===== src/rtl/uart_report_sched.sv =====
// Round-robin report scheduler for the shared byte UART.
// Sends "<tag>MM:SS\r\n" for stopwatch or alarm whenever a value or mode changes.
module uart_report_sched #(
  parameter logic [7:0] TAG_S = 8'h53,
  parameter logic [7:0] TAG_A = 8'h41
) (
  input  logic       clk,
  input  logic       rst_n,
  input  logic [1:0] st,
  input  logic [5:0] sw_mm,
  input  logic [5:0] sw_ss,
  input  logic [5:0] al_mm,
  input  logic [5:0] al_ss,
  input  logic       tx_busy,
  output logic       tx_start,
  output logic [7:0] tx_data,
  output logic       frame_active,
  output logic       grant_src
);

  typedef enum logic [2:0] {
    IDLE, LOAD, WAIT_HI, WAIT_LO, DONE
  } state_t;

  localparam logic [11:0] NONE = 12'hFFF;

  state_t      state, state_nxt;
  logic [1:0]  st_q;
  logic [11:0] last_s, last_a, snap;
  logic        last_grant;
  logic [2:0]  idx;
  logic        pend_s, pend_a, grant, pick;
  logic [1:0]  newly;
  logic [7:0]  byte_cur;
  logic        start_nxt;

  function automatic logic [7:0] tens(input logic [5:0] v);
    logic [5:0] q;
    q = v / 6'd10;
    return 8'h30 + {2'b00, q};
  endfunction

  function automatic logic [7:0] ones(input logic [5:0] v);
    logic [5:0] r;
    r = v % 6'd10;
    return 8'h30 + {2'b00, r};
  endfunction

  assign pend_s = st[0] & ({sw_mm, sw_ss} != last_s);
  assign pend_a = st[1] & ({al_mm, al_ss} != last_a);
  assign grant  = pend_s | pend_a;
  assign pick   = (pend_s & pend_a) ? ~last_grant : pend_a;
  assign newly  = st & ~st_q;

  always_comb begin
    byte_cur = 8'h00;
    case (idx)
      3'd0: byte_cur = grant_src ? TAG_A : TAG_S;
      3'd1: byte_cur = tens(snap[11:6]);
      3'd2: byte_cur = ones(snap[11:6]);
      3'd3: byte_cur = 8'h3A;
      3'd4: byte_cur = tens(snap[5:0]);
      3'd5: byte_cur = ones(snap[5:0]);
      3'd6: byte_cur = 8'h0D;
      default: byte_cur = 8'h0A;
    endcase
  end

  always_ff @(posedge clk or negedge rst_n) begin
    if (!rst_n) state <= IDLE;
    else        state <= state_nxt;
  end

  always_comb begin
    state_nxt = state;
    case (state)
      IDLE:    if (grant)    state_nxt = LOAD;
      LOAD:    if (!tx_busy) state_nxt = WAIT_HI;
      WAIT_HI: if (tx_busy)  state_nxt = WAIT_LO;
      WAIT_LO: if (!tx_busy)
                 state_nxt = (idx == 3'd7) ? DONE : LOAD;
      DONE:    state_nxt = IDLE;
      default: state_nxt = IDLE;
    endcase
  end

  always_comb begin
    start_nxt = (state == LOAD) & ~tx_busy;
  end

  always_ff @(posedge clk or negedge rst_n) begin
    if (!rst_n) begin
      tx_start     <= 1'b0;
      tx_data      <= 8'h00;
      frame_active <= 1'b0;
      grant_src    <= 1'b0;
      last_grant   <= 1'b1;
      last_s       <= NONE;
      last_a       <= NONE;
      snap         <= 12'h000;
      idx          <= 3'd0;
      st_q         <= 2'b00;
    end else begin
      tx_start <= start_nxt;
      st_q     <= st;
      if (state == LOAD) tx_data <= byte_cur;
      case (state)
        IDLE: if (grant) begin
          snap         <= pick ? {al_mm, al_ss} : {sw_mm, sw_ss};
          grant_src    <= pick;
          last_grant   <= pick;
          frame_active <= 1'b1;
          idx          <= 3'd0;
        end
        WAIT_LO: if (!tx_busy && idx != 3'd7) idx <= idx + 3'd1;
        DONE: begin
          frame_active <= 1'b0;
          if (grant_src) last_a <= snap;
          else           last_s <= snap;
        end
        default: ;
      endcase
      // a newly enabled source must report even if its value is unchanged
      if (newly[0]) last_s <= NONE;
      if (newly[1]) last_a <= NONE;
    end
  end

endmodule

===== config.mk =====
export PLATFORM = sky130hd
export DESIGN_NAME = uart_report_sched
export DESIGN_NICKNAME = d
export VERILOG_FILES = /design/src/rtl/uart_report_sched.sv
export SDC_FILE = /design/constraint.sdc
export NUM_CORES = 1
export LEC_CHECK = 0
export ABC_AREA = 1
export ABC_CLOCK_PERIOD_IN_PS = 2950
export BUFFER_PORTS_ARGS = -buffer_cell sky130_fd_sc_hd__buf_2
export CORE_MARGIN = 8
export CORE_UTILIZATION = 40
export CTS_CLUSTER_SIZE = 25
export DETAILED_ROUTE_END_ITERATION = 10
export PLACE_DENSITY = 0.55
export SLEW_MARGIN = 25
export SYNTH_ARGS = -nofsm -noshare
export SYNTH_HDL_FRONTEND = slang
export SYNTH_SLANG_ARGS = --single-unit

===== constraint.sdc =====
create_clock -name clk -period 2.95 [get_ports clk]
set_input_delay 0.59 -clock clk [delete_from_list [all_inputs] [get_ports clk]]
set_output_delay 0.59 -clock clk [all_outputs]
set_load 0.1 [all_outputs]

# Word level (Yosys, flattened, before mapping)
# Index checks and enable logic that the tools add are counted.
[totals]
input_bits = 29
register_bits = 56
word_cells = 85
[op_classes]
n_reduce_logical = 15
add_sub_neg = 5
n_eq_ne = 20
bitwise_logic = 9
muxes = 21
div_mod_pow = 4
[ops]
columns = ["op", "n"]
rows = [
  ["2-to-1 mux 12 bit", 7],
  ["case mux 7 bit (7 select lines)", 1],
  ["adder 6 x 6 -> 7 bit, first input constant", 4],
  ["inequality test 12 bit", 2],
  ["2-to-1 mux 3 bit", 7],
  ["equality test 3 bit, second input constant", 5],
  ["divider 6 x 4 -> 6 bit, second input constant", 2],
  ["equality test 3 x 2 -> 1 bit, second input constant", 4],
  ["remainder unit 6 x 4 -> 6 bit, second input constant", 2],
  ["case mux 3 bit (4 select lines)", 1],
  ["inequality test 2 bit, second input constant", 5],
  ["nonzero test 2 bit", 5],
  ["AND reduction 2 bit", 4],
  ["equality test 3 x 1 -> 1 bit, second input constant", 2],
  ["zero test 3 bit", 2],
  ["case mux 3 bit (2 select lines)", 1],
  ["2-to-1 mux 5 bit", 1],
  ["AND 1 bit", 4],
  ["AND reduction 4 bit", 1],
  ["adder 3 x 1 -> 3 bit, second input constant", 1],
  ["inequality test 3 bit, second input constant", 1],
  ["AND reduction 3 bit", 1],
  ["AND 2 bit", 1],
  ["2-to-1 mux 1 bit", 2],
  ["7 further kinds", 8],
]

# Depth between registers and ports, before layout
[depth]
ltp_word = 5
mapped_depth = 14

# Worst setup path before layout
# OpenSTA, ideal clock, no wires.
[synth_path]
path_kind = "register -> register"
startpoint = "register grant_src"
endpoint = "register tx_data[1]"
setup_ns = 0.115
stages_incl_launch_ff = 10
arrival_time_ns = 1.821
slack_ns = 1.013
period_less_slack_ns = 1.937
required_time_ns = 2.835
path_cell_list = "dfrtp_1 > inv_1 > nand2_1 > nand2_1 > a21oi_1 > nand2_1 > a21oi_1 > nand2_1 > nor2_1 > nor2_1"
[synth_via]
elab_chain_cells = 2
[synth_lines]
columns = ["item", "line_no", "rtl"]
rows = [
  ["start, declared", "18", "output logic grant_src"],
  ["start signal, assigned", "110", "grant_src <= pick;"],
  ["2-to-1 mux 5 bit", "58", "3'd0: byte_cur = grant_src ? TAG_A : TAG_S;"],
  ["case mux 7 bit (7 select lines)", "57", "case (idx)"],
  ["end signal, assigned", "106", "if (state == LOAD) tx_data <= byte_cur;"],
  ["end, declared", "16", "output logic [7:0] tx_data,"],
]
# Every way passes these cells.
# A chain may end at the register's enable or synchronous reset.

# Worst setup path after layout
[layout_path]
startpoint = "register last_s[8]"
endpoint = "register snap[1]"
[layout_via]
elab_chain_cells = 5
elab_cells_between_ends = 7
cone_classes = "eq/ne: 1; mux: 2; bitwise: 3; reduce/logical: 1"
[layout_lines]
columns = ["item", "line_no", "rtl"]
rows = [
  ["start, declared", "29", "logic [11:0] last_s, last_a, snap;"],
  ["start signal, assigned", "119", "else last_s <= snap;"],
  ["inequality test 12 bit (*)", "49", "assign pend_s = st[0] & ({sw_mm, sw_ss} != last_s);"],
  ["AND 1 bit (*)", "49", ""],
  ["AND 1 bit", "52", "assign pick = (pend_s & pend_a) ? ~last_grant : pend_a;"],
  ["2-to-1 mux 1 bit", "52", ""],
  ["2-to-1 mux 12 bit", "109", "snap <= pick ? {al_mm, al_ss} : {sw_mm, sw_ss};"],
  ["end signal, assigned", "109", ""],
  ["end, declared", "29", ""],
]
# Every way passes the cells marked *; elsewhere a longest branch is shown, timed or not.

==> results by stage <==
STA:
- For the final database, setup skew stands at 11.7 ps.
- The peak clock frequency supported by timing is 0.442 GHz.
- The final worst hold slack is 276 ps.
- The post-layout worst setup margin is 687 ps.
- The number of endpoints failing setup at the final stage is 0.
- The number of slew-limit violations in the final report came to 0.
- The portion of the clock cycle consumed by the worst path in the final layout is 76.7%.
- Setup repair after global routing left no endpoint under its margin.
- At the pin with the least slew margin, the transition time is 987 ps.
- Adding up every negative setup slack in the final design gives 0 ps.
- The tightest slew margin relative to the limit is 34.0%.
- The minimum period implied by the final worst setup slack is 2260 ps.
- The number of hold-slack violations in the final timing report came to 0.

Cells and area:
- The net count reported at finish is 553.
- The number of diodes is 0.
- The count of cells in the finished layout, fillers not included, comes to 626.
- Of the cells placed in the final design, the portion with a size suffix greater than 1 is 19.5%.
- The number of filler instances in the final layout is 892.
- The finished layout cell area is 3850 um2.
- The area growth from synthesis to layout is 11.3%.

Clocking:
- The number of buffers inserted during clock tree synthesis is 5.
- The insertion delay of the later-clocked pin in the worst-skew pair is 310 ps.
- The CTS root buffer is clkbuf_8.
- The clock passes through at most 2 buffers.
- In this run, post-CTS repair resized a total of 0 instances.
- The H-tree depth is 2.
- The number of hold buffers added after cts is 0.
- The clock-pin transition on the worst setup and hold timing paths is 100 ps.
- In this run the post-CTS setup repair buffer count came out at 0.
- The number of sinks handled by clock tree synthesis is 55.
- TritonCTS built the clock tree.

Global route:
- The global-route congestion overflow total is 0.
- The number of antenna violations at the first check in global routing came to 0.
- The global-route wire length before repair is 15300 um.
- Entering global routing, the biggest net connects 32 pins.
- In the global route stage, overall resource usage came out at 16.1%.
- The via count of the first global-routing pass is 3190.

Floorplan:
- The core region is 8550 um2.
- From left edge to right edge, the die measures 109 um.
- The overall die area is 11900 um2.
- Row generation in the floorplan step produced 34 rows.
- The vertical extent of the die is 109 um.
- The I/O pin count is 40.
- The effective utilization at floorplan is 40.4%.

Place:
- The instance area at placement is 3740 um2.
- The count of input and output buffers is 38.
- The post-place setup slack is 546 ps.
- After legalization and detailed placement, the total HPWL measured 7090 um.
- The congestion estimate from routability-driven global placement came to 0.854.
- Counting tap cells, the placed design contains a total of 618 instances.

Critical path:
- The cell type with the highest occurrence count on the critical path is nand2_1.
- The element type at the critical path end is a flop.
- For the worst setup path, the data arrival time is 2470 ps.
- The critical path's largest stage delay is 540 ps.
- The critical path in this run is classified as reg -> reg.
- The required time of the worst setup path is 3160 ps.
- Traced cell by cell, the critical path runs through inv_1 > nand2_1 > nand4_1 > nor3_1 > nand3b_1 > nand3_1 > nand2_2 > nand2_1 > nand2_1 > nand2_1 > nand2_1.
- On the critical path the largest part of the delay comes from simple AND/OR/NAND/NOR gates.
- Counting both buffers and inverters, the worst setup path holds a total of 1.
- Of all nets on the critical path, the largest fanout is 13.
- The kind of start point of the critical path is a flop.
- The cell at the slowest stage of the critical path is dfstp_2.

Route:
- After detailed routing, the number of remaining DRC violations is 0.
- The number of search-and-repair iterations in the first detailed-routing pass is 4.
- After detailed routing, the average wire length per cell comes to 14.3 um.
- The wire length after detailed routing is 8980 um.
- The number of nets still failing antenna checks after routing is 0.
- Detailed routing inserted a total of 3165 vias.
- The per-cell via count in the routed design is 5.06.
- The iteration-0 DRC count of the detailed router is 166.

Logic synthesis:
- The mean instance size in the synthesized netlist is 7.18 um2.
- The number of different library cells in the post-synthesis netlist is 30.
- The cell count after synthesis is 481.
- The register bit count reported by yosys is 55.
- The largest area contributor in the synthesized netlist is dfrtp_1.
- By area the synthesized netlist is led by dfrtp_1 (22%), dfstp_2 (19%), nand2_1 (14%).
- The count of warnings emitted by yosys is 0.
- For this run, asynchronously set or reset flops after synthesis account for 100%.
- The share of the synthesized area in the top cell type is 21.7%.
- The area of the mapped netlist is 3460 um2.
- The register area share after synthesis is 40.7%.
- The most common flop cell mapped by yosys is dfrtp_1.
- In this run, synthesis inferred 0 flip-flops with an integrated enable.

Power and ir drop:
- The power per unit of standard cell area is 920 nW/um2.
- The internal power of the cells totals 1730 uW.
- The relative contribution of sequential cells to total power is 34.3%.
- In this run, the clock network consumes 14.3% of the power.
- The total leakage power is 0.00202 uW.
- The analysis attributes to net switching a power of 1810 uW.
- The power share of the combinational group is 51.4%.
- VDD sags by at most 0.332 mV.
- In this run switching power makes up 51.2% of total power.

Run status:
- The run finished with clean final reports.

Flow run:
- Across the run, the number of max-cap violations was 0.

Hold path:
- The type of the tightest min-delay check is in -> async.
[cells in the final DEF (no fill, tap or decap), drive strengths merged]
cell / n
bufinv: 1
xnor2: 6
conb: 3
nand3b: 2
o22ai: 2
ha: 7
a21oi: 32
clkbuf: 7
buf: 42
nor3: 5
nand4: 12
a221oi: 1
dfrtp: 30
o31ai: 1
nand2: 141
or2: 1
xor2: 7
nand3: 51
o21ai: 49
inv: 74
nor2: 18
dfstp: 25
a2111oi: 1
[cell families (layout without fill, tap and decap cells)]
group / Yosys count / after routing / synth area share [%]
buffers and inverters: 88 / 124 / 10.2
AO/OA/AOI/OAI: 86 / 86 / 13.4
XOR/XNOR: 13 / 13 / 3.29
AND/OR/NAND/NOR: 230 / 230 / 29.6
adder cells (fa/ha/maj): 7 / 7 / 2.53
flip-flops: 55 / 55 / 40.7
other: 2 / 3 / 0.217
[layout make-up]
cell class | count | area, um2 | share of cell area [%]
timing repair buffer | 42 | 220 | 5.73
tap | 108 | 135 | 3.51
sequential | 55 | 1410 | 36.6
inverter | 74 | 278 | 7.22
clock buffer | 7 | 76.3 | 1.98
clock inverter | 1 | 30.0 | 0.781
multi-input combinational | 339 | 1700 | 44.2
[per-stage QoR]
stage | util, % | power [uW]
final | 45.0 | 3540
after global routing | 45.0 | 3860
after CTS | 45.0 | 3570
after detailed placement | 43.7 | 3060
after global placement | 43.7 | 3040
after floorplan | - | 2640
[registers in the layout, indices dropped and copies added (netlist names)]
signal / count
last_grant: 1
last_s: 12
idx: 3
frame_active: 1
tx_start: 1
st_q: 2
snap: 12
grant_src: 1
last_a: 12
tx_data: 7
state: 3
[synth_stat cells (2+ instances only)]
library cell  number
buf_4              3
conb_1             2
xor2_1             7
nand3b_1           2
nand2_2            8
nand3_1           46
nand4_1           12
ha_1               7
o21ai_0           40
o22ai_1            2
nand2_1          133
nand3_2            5
dfstp_2           25
dfrtp_1           30
nor3_1             5
o21ai_1            7
a21oi_2            2
inv_1             67
o21ai_2            2
nor2_2             2
buf_2              9
inv_2              7
clkbuf_1           2
xnor2_1            6
a21oi_1           30
nor2_1            16
[power by group through the flow]
stage               sequential (uW)  combinational (uW)  clock, uW
floorplan                      1470                1170          0
global placement               1230                1810          0
detailed placement             1230                1830          0
CTS                            1210                1840        524
global route                   1240                2060        555
finish                         1210                1820        506
[path summary, 6_finish.rpt]
path,slack [ps],to,cells past startpoint,startpoint
setup / recovery,690,snap[1],11,last_s[8]
hold / removal,280,snap[8],2,rst_n
setup reg to reg,690,snap[1],11,last_s[8]
hold reg to reg,480,last_grant,2,last_grant
max in group asynchronous,2300,last_s[2],2,rst_n
min in group clk,410,st_q[1],1,st[1]
[metal layers]
layer	global-route usage [%]	part of all wire, %
met5	0	0
met1	21.2	47
met3	2.30	3.1
met4	3.13	0.61
met2	27.4	49
No activity file was read; power rests on OpenSTA's default activity.
